**src/rtl/fetch_sequencer_if.sv**
```systemverilog
// Bundle of decode-control, branch-resolution and instruction-memory signals
// around the fetch sequencer; the sequencer binds the slave modport.
interface fetch_sequencer_if;
  // Fetch handshake: w_imem_req high means w_pc_32 is valid and held stable;
  // w_imem_ack is the ready/complete strobe, and a transfer happens on any
  // rising clock edge where both are high. Nothing else completes a fetch.
  logic        w_stall;
  logic        w_redirect;
  logic [31:0] w_br_pc_in_32;
  logic [31:0] w_target_32;
  logic        w_imem_ack;
  logic        w_imem_req;
  logic [31:0] w_pc_32;
  logic        w_if_valid;
  logic [31:0] w_if_pc_32;
  logic        w_timeout;
  logic        w_err;
  logic [1:0]  dbg_state;

  modport master (
    output w_stall, w_redirect, w_br_pc_in_32, w_target_32, w_imem_ack,
    input  w_imem_req, w_pc_32, w_if_valid, w_if_pc_32, w_timeout, w_err,
           dbg_state
  );

  modport slave (
    input  w_stall, w_redirect, w_br_pc_in_32, w_target_32, w_imem_ack,
    output w_imem_req, w_pc_32, w_if_valid, w_if_pc_32, w_timeout, w_err,
           dbg_state
  );
endinterface

```
**src/rtl/fetch_sequencer.sv**
```systemverilog
// Registered fetch-PC sequencer: steps by 4, holds on decode stalls and
// applies branch/jump redirects after the delay slot has been fetched.
module fetch_sequencer #(
  parameter logic [31:0] RESET_PC = 32'h0040_0000,
  parameter int unsigned MAX_WAIT = 15
) (
  input logic             clock,
  input logic             reset,
  fetch_sequencer_if.slave bus
);

  typedef enum logic [1:0] {
    IDLE  = 2'd0,
    FETCH = 2'd1,
    HOLD  = 2'd2
  } state_t;

  localparam logic [8:0] WAIT_LIM = 9'(MAX_WAIT);

  state_t      state;
  logic [31:0] pc;
  logic [31:0] if_pc;
  logic        if_valid;
  logic        timeout;
  logic        err;
  logic        pending;
  logic [31:0] ds;
  logic [31:0] tgt;
  logic [7:0]  wait_cnt;

  logic        cap;
  logic        eff_pend;
  logic [31:0] eff_ds;
  logic [31:0] eff_tgt;
  logic        hit_ds;
  logic        hit_ds4;

  // A redirect arriving this cycle is folded in before the A/B/C decision so
  // that capture and application can happen on the same edge.
  always_comb begin
    cap      = bus.w_redirect && !pending;
    eff_pend = pending || cap;
    eff_ds   = cap ? (bus.w_br_pc_in_32 + 32'd4) : ds;
    eff_tgt  = cap ? bus.w_target_32 : tgt;
    hit_ds   = eff_pend && (pc == eff_ds);
    hit_ds4  = eff_pend && (pc == (eff_ds + 32'd4));
  end

  assign bus.w_imem_req = (state == FETCH);
  assign bus.w_pc_32    = pc;
  assign bus.w_if_valid = if_valid;
  assign bus.w_if_pc_32 = if_pc;
  assign bus.w_timeout  = timeout;
  assign bus.w_err      = err;
  assign bus.dbg_state  = state;

  always_ff @(posedge clock or negedge reset) begin
    if (!reset) begin
      state    <= IDLE;
      pc       <= RESET_PC;
      if_pc    <= 32'd0;
      if_valid <= 1'b0;
      timeout  <= 1'b0;
      err      <= 1'b0;
      pending  <= 1'b0;
      ds       <= 32'd0;
      tgt      <= 32'd0;
      wait_cnt <= 8'd0;
    end else begin
      if (bus.w_redirect && pending) err <= 1'b1;
      if (cap) begin
        pending <= 1'b1;
        ds      <= bus.w_br_pc_in_32 + 32'd4;
        tgt     <= bus.w_target_32;
      end

      case (state)
        IDLE: state <= FETCH;

        FETCH: begin
          if (bus.w_imem_ack) begin
            wait_cnt <= 8'd0;
            if_pc    <= pc;
            if (hit_ds) begin
              if_valid <= 1'b1;
              pc       <= eff_tgt;
              pending  <= 1'b0;
            end else if (hit_ds4) begin
              // Word after the delay slot was already in flight: drop it.
              if_valid <= 1'b0;
              pc       <= eff_tgt;
              pending  <= 1'b0;
            end else begin
              if_valid <= 1'b1;
              pc       <= pc + 32'd4;
            end
            state <= bus.w_stall ? HOLD : FETCH;
          end else begin
            if_valid <= 1'b0;
            if (wait_cnt != 8'hFF) wait_cnt <= wait_cnt + 8'd1;
            if (({1'b0, wait_cnt} + 9'd1) >= WAIT_LIM) timeout <= 1'b1;
          end
        end

        HOLD: begin
          // Delay slot already presented and nothing outstanding: retarget now.
          if (hit_ds4) begin
            pc      <= eff_tgt;
            pending <= 1'b0;
          end
          if (!bus.w_stall) state <= FETCH;
        end

        default: state <= IDLE;
      endcase
    end
  end

endmodule

```
**src/flat_wrapper.sv**
```systemverilog
// flat-port wrapper written by rule: the top's interface ports become plain ports
module fetch_sequencer_flat 
#(
  parameter logic [31:0] RESET_PC = 32'h0040_0000,
  parameter int unsigned MAX_WAIT = 15
)
  (clock, reset, bus_w_stall, bus_w_redirect, bus_w_br_pc_in_32, bus_w_target_32, bus_w_imem_ack, bus_w_imem_req, bus_w_pc_32, bus_w_if_valid, bus_w_if_pc_32, bus_w_timeout, bus_w_err, bus_dbg_state);
  fetch_sequencer_if bus_i ();
  input logic clock;
  input logic reset;
  input wire logic [$bits(bus_i.w_stall)-1:0] bus_w_stall;
  input wire logic [$bits(bus_i.w_redirect)-1:0] bus_w_redirect;
  input wire logic [$bits(bus_i.w_br_pc_in_32)-1:0] bus_w_br_pc_in_32;
  input wire logic [$bits(bus_i.w_target_32)-1:0] bus_w_target_32;
  input wire logic [$bits(bus_i.w_imem_ack)-1:0] bus_w_imem_ack;
  output wire logic [$bits(bus_i.w_imem_req)-1:0] bus_w_imem_req;
  output wire logic [$bits(bus_i.w_pc_32)-1:0] bus_w_pc_32;
  output wire logic [$bits(bus_i.w_if_valid)-1:0] bus_w_if_valid;
  output wire logic [$bits(bus_i.w_if_pc_32)-1:0] bus_w_if_pc_32;
  output wire logic [$bits(bus_i.w_timeout)-1:0] bus_w_timeout;
  output wire logic [$bits(bus_i.w_err)-1:0] bus_w_err;
  output wire logic [$bits(bus_i.dbg_state)-1:0] bus_dbg_state;
  assign bus_i.w_stall = bus_w_stall;
  assign bus_i.w_redirect = bus_w_redirect;
  assign bus_i.w_br_pc_in_32 = bus_w_br_pc_in_32;
  assign bus_i.w_target_32 = bus_w_target_32;
  assign bus_i.w_imem_ack = bus_w_imem_ack;
  assign bus_w_imem_req = bus_i.w_imem_req;
  assign bus_w_pc_32 = bus_i.w_pc_32;
  assign bus_w_if_valid = bus_i.w_if_valid;
  assign bus_w_if_pc_32 = bus_i.w_if_pc_32;
  assign bus_w_timeout = bus_i.w_timeout;
  assign bus_w_err = bus_i.w_err;
  assign bus_dbg_state = bus_i.dbg_state;
  fetch_sequencer #(.RESET_PC(RESET_PC), .MAX_WAIT(MAX_WAIT)) u_core (.clock(clock), .reset(reset), .bus(bus_i));
endmodule
```
**config.mk**
```make
export PLATFORM = sky130hd
export DESIGN_NAME = fetch_sequencer_flat
export DESIGN_NICKNAME = d
export VERILOG_FILES = /design/src/rtl/fetch_sequencer_if.sv /design/src/rtl/fetch_sequencer.sv /design/src/flat_wrapper.sv
export SDC_FILE = /design/constraint.sdc
export NUM_CORES = 1
export LEC_CHECK = 0
export ABC_AREA = 1
export CAP_MARGIN = 0
export CORE_ASPECT_RATIO = 1.1
export CORE_UTILIZATION = 62
export CTS_BUF_LIST = sky130_fd_sc_hd__clkbuf_2
export CTS_CLUSTER_SIZE = 10
export DETAILED_ROUTE_END_ITERATION = 8
export PLACE_DENSITY = 0.91
export RECOVER_POWER = 25
export SYNTH_ARGS = -nofsm -noshare
export SYNTH_HDL_FRONTEND = slang
export SYNTH_SLANG_ARGS = --single-unit
```
**constraint.sdc**
```tcl
create_clock -name clock -period 6.7 [get_ports clock]
set_clock_uncertainty 0.15 [all_clocks]
set_input_delay 1.34 -clock clock [delete_from_list [all_inputs] [get_ports clock]]
set_output_delay 1.34 -clock clock [all_outputs]
set_load 0.05 [all_outputs]
```
==> results.md <==
* Most frequent cells in the layout: nand2_1 (518), inv_1 (176), dfrtp_1 (141)
* Die X at 123 µm
* Area of the multi-input gates at 0.00562 mm²
* Sequential cell area at 0.00355 mm²
* PnR worst setup slack at 1410 ps
* Drt first pass iters at 5
* Clock tree root buffer cell: clkbuf_2
* Post_cts resized at 0
* Final cell count without fillers at 1821
* CP max FO at 45
* CTS buffer count at 17
* Max Slew Vio Count at 138
* Setup bufs post-CTS at 0
* First-pass GRT wire length at 48400 µm
* Crit Path Class: input pin to flop
* Outcome: complete, but fails checks
* Placed instance count at 1788
* Num ports at 139
* Syn_nets at 1559
* Startpoint Class: input pin
* Largest net degree at the start of global routing at 73
* CP max stage cell: dlygate4sd3_1
* Worst Tran Pin Value at 3930 ps
* Vias in the first global route at 9808
* TNS Setup at 0 ps
* RSZ-0062 raised after global routing: false
* Routability Congestion at 0.969
* Buffers plus inverters on the worst setup path at 3
* Worst EP arrival at 5810 ps
* Maxcap violations at 2
* Worst setup EP type: flop
* Post-synthesis sequential area ratio at 35.4%
* Post-route ant nets at 0
* Post-DP HPWL at 23100 µm
* Drt first-iter violations at 798
* # rows at 48
* Min Hold Slack at 365 ps
* Clock-pin slew on the worst setup and hold paths at 230 ps
* Failing checks: max-capacitance violations, max-slew violations
* Post-synth cell types at 43
* Design Power at 5.50 mW
* Post-DP Area at 0.0115 mm²
* PwrDens at 466 mW/mm²
* Vias at 10286
* Avg Cell Area, Syn at 6.78 µm²
* Final min period at 5290 ps
* CTS Hold Bufs at 0
* Die area at 0.0167 mm²
* Post-Syn Instances at 1481
* Final net count at 1685
* Die height at 136 µm
* Final Cell Area at 0.0118 mm²
* Vias per cell at 5.65
* Tightest Hold Check Type: flop to flop
* Tcrit/Tclk final at 78.9%
* Worst vdd ir at 0.407 mV
* Rel. slew slack at -162%
* Final hold vios at 0
* Fill cells at 1249
* Largest stage delay, worst path at 620 ps
* # setup viols final at 0
* Area Growth Syn to Fin at 17.4%
* FF+latch count, synth at 142
* Area of the core at 0.0158 mm²
* H-tree levels at 4
* Clk buf depth at 2
* Top Family by Delay on Critical Path: simple AND/OR/NAND/NOR gates
* Crit-path cells: dlygate4sd3_1 -> inv_1 -> nor2_4 -> buf_4 -> or2_2 -> nand2_1 -> nor2_2 -> nand2_1 -> nor2_1 -> nand2_1 -> nand2_1 -> nand2_1 -> nor2_1 -> nand2_1 -> nor2_4 -> nand3_4 -> nand2_1 -> nand2_1 -> nand2_1 -> nand2_1
* Mapped Area at 0.0100 mm²
* Antenna violations before repair at 1
* I/O Buffers at 138
* Final wirelength at 30400 µm
* Worst R2R Setup Slack at 2190 ps
* Clock Sinks at 142
* Dpl ws at 762 ps
* DRC at 0
* Leakage at 5.73 nW
* Synth Warn # at 0
* Most common cell after layout, fill and taps aside: nand2_1
* Worst Path Required at 7230 ps
* Worst skew pair latency at 780 ps
* All-Layer GR Usage at 38.0%
* CTS tree: yes
* Grt total ovfl at 0
* Starting Density at 63.6%
* Layout cell share with drive strength beyond 1 at 10.7%
* WL/cell at 16.7 µm
* Fmax at 189 MHz
* Fin util at 74.7%
* Most used cell, CP: nand2_1
[report_power, final]
| part | switching (mW) | internal, mW | total, mW |
|---|---|---|---|
| logic | 2.35 | 1.07 | 3.42 |
| registers | 0.303 | 1.22 | 1.52 |
| clock network | 0.377 | 0.185 | 0.562 |
[layer usage]
layer	part of all wire, %	global-route usage (%)	wire length [µm]	vias to the layer above
met5	0	0	0	-
met4	3.7	16.3	1130	0
met3	7.9	6.94	2400	89
met2	47	61.5	14300	499
met1	41	49.6	12500	4800
li1	-	-	-	4898
[cell type report]
| type | count | area share [%] |
|---|---|---|
| Timing Repair Buffer | 147 | 12.2 |
| Tap cell | 200 | 2.12 |
| Sequential cell | 142 | 30.1 |
| Multi-Input combinational cell | 1118 | 47.6 |
| Inverter | 181 | 5.76 |
| Clock inverter | 15 | 1.47 |
| Antenna cell | 1 | 0.0212 |
| Clock buffer | 17 | 0.721 |
[Yosys cell counts (all sizes together)]
cell | n | area share [%]
nand2 | 535 | 20
inv | 179 | 6.7
nor2 | 155 | 7.2
nand3 | 147 | 9.2
dfrtp | 141 | 35
o21ai | 75 | 3.8
xor2 | 51 | 4.5
or2 | 46 | 2.9
nand4 | 26 | 1.6
nor3 | 21 | 1.0
buf | 20 | 1.3
clkbuf | 20 | 0.75
nand3b | 18 | 1.3
ha | 9 | 1.1
a21oi | 8 | 0.70
o21bai | 6 | 0.45
o22ai | 5 | 0.31
nor4 | 4 | 0.25
a21boi | 3 | 0.26
mux2 | 3 | 0.34
clkinv | 2 | 0.075
xnor2 | 2 | 0.17
a21o | 1 | 0.075
a32o | 1 | 0.10
dfstp | 1 | 0.26
nor2b | 1 | 0.062
o211ai | 1 | 0.075
[state kept, by name (all words and copies together) (netlist names)]
signal,flops
u_core.pending,1
u_core.bus.w_err,1
u_core.ds,32
u_core.bus.w_timeout,1
u_core.tgt,32
u_core.bus.w_pc_32,32
u_core.bus.w_if_valid,1
u_core.bus.dbg_state,2
u_core.bus.w_if_pc_32,32
u_core.wait_cnt,8
[logic make-up (layout without fill, tap and decap cells)]
logic type,after synthesis,after routing,synth area share (%)
fa+ha+maj,9,9,1.12
simple gates,953,953,43.9
other cells,0,1,0
compound gates,100,100,5.74
mux,3,3,0.336
xor+xnor,53,53,4.69
flops,142,142,35.4
buf+inv,221,360,8.79
[path summary, 6_finish.rpt]
| check | start | to | cells after the start |
|---|---|---|---|
| worst max-delay path | bus_w_redirect | u_core.bus.w_pc_32[18]$_DFFE_PN0P_ | 20 |
| worst min-delay path | u_core.bus.w_timeout$_DFFE_PN0P_ | u_core.bus.w_timeout$_DFFE_PN0P_ | 1 |
| worst max register to register | u_core.pending$_DFF_PN0_ | u_core.bus.w_pc_32[18]$_DFFE_PN0P_ | 18 |
| worst min register to register | u_core.bus.w_timeout$_DFFE_PN0P_ | u_core.bus.w_timeout$_DFFE_PN0P_ | 1 |
| max in group asynchronous | reset | u_core.bus.w_pc_32[12]$_DFFE_PN0P_ | 2 |
| min in group asynchronous | reset | u_core.bus.w_if_pc_32[28]$_DFFE_PN0P_ | 1 |
No activity file was read; power rests on OpenSTA's default activity.
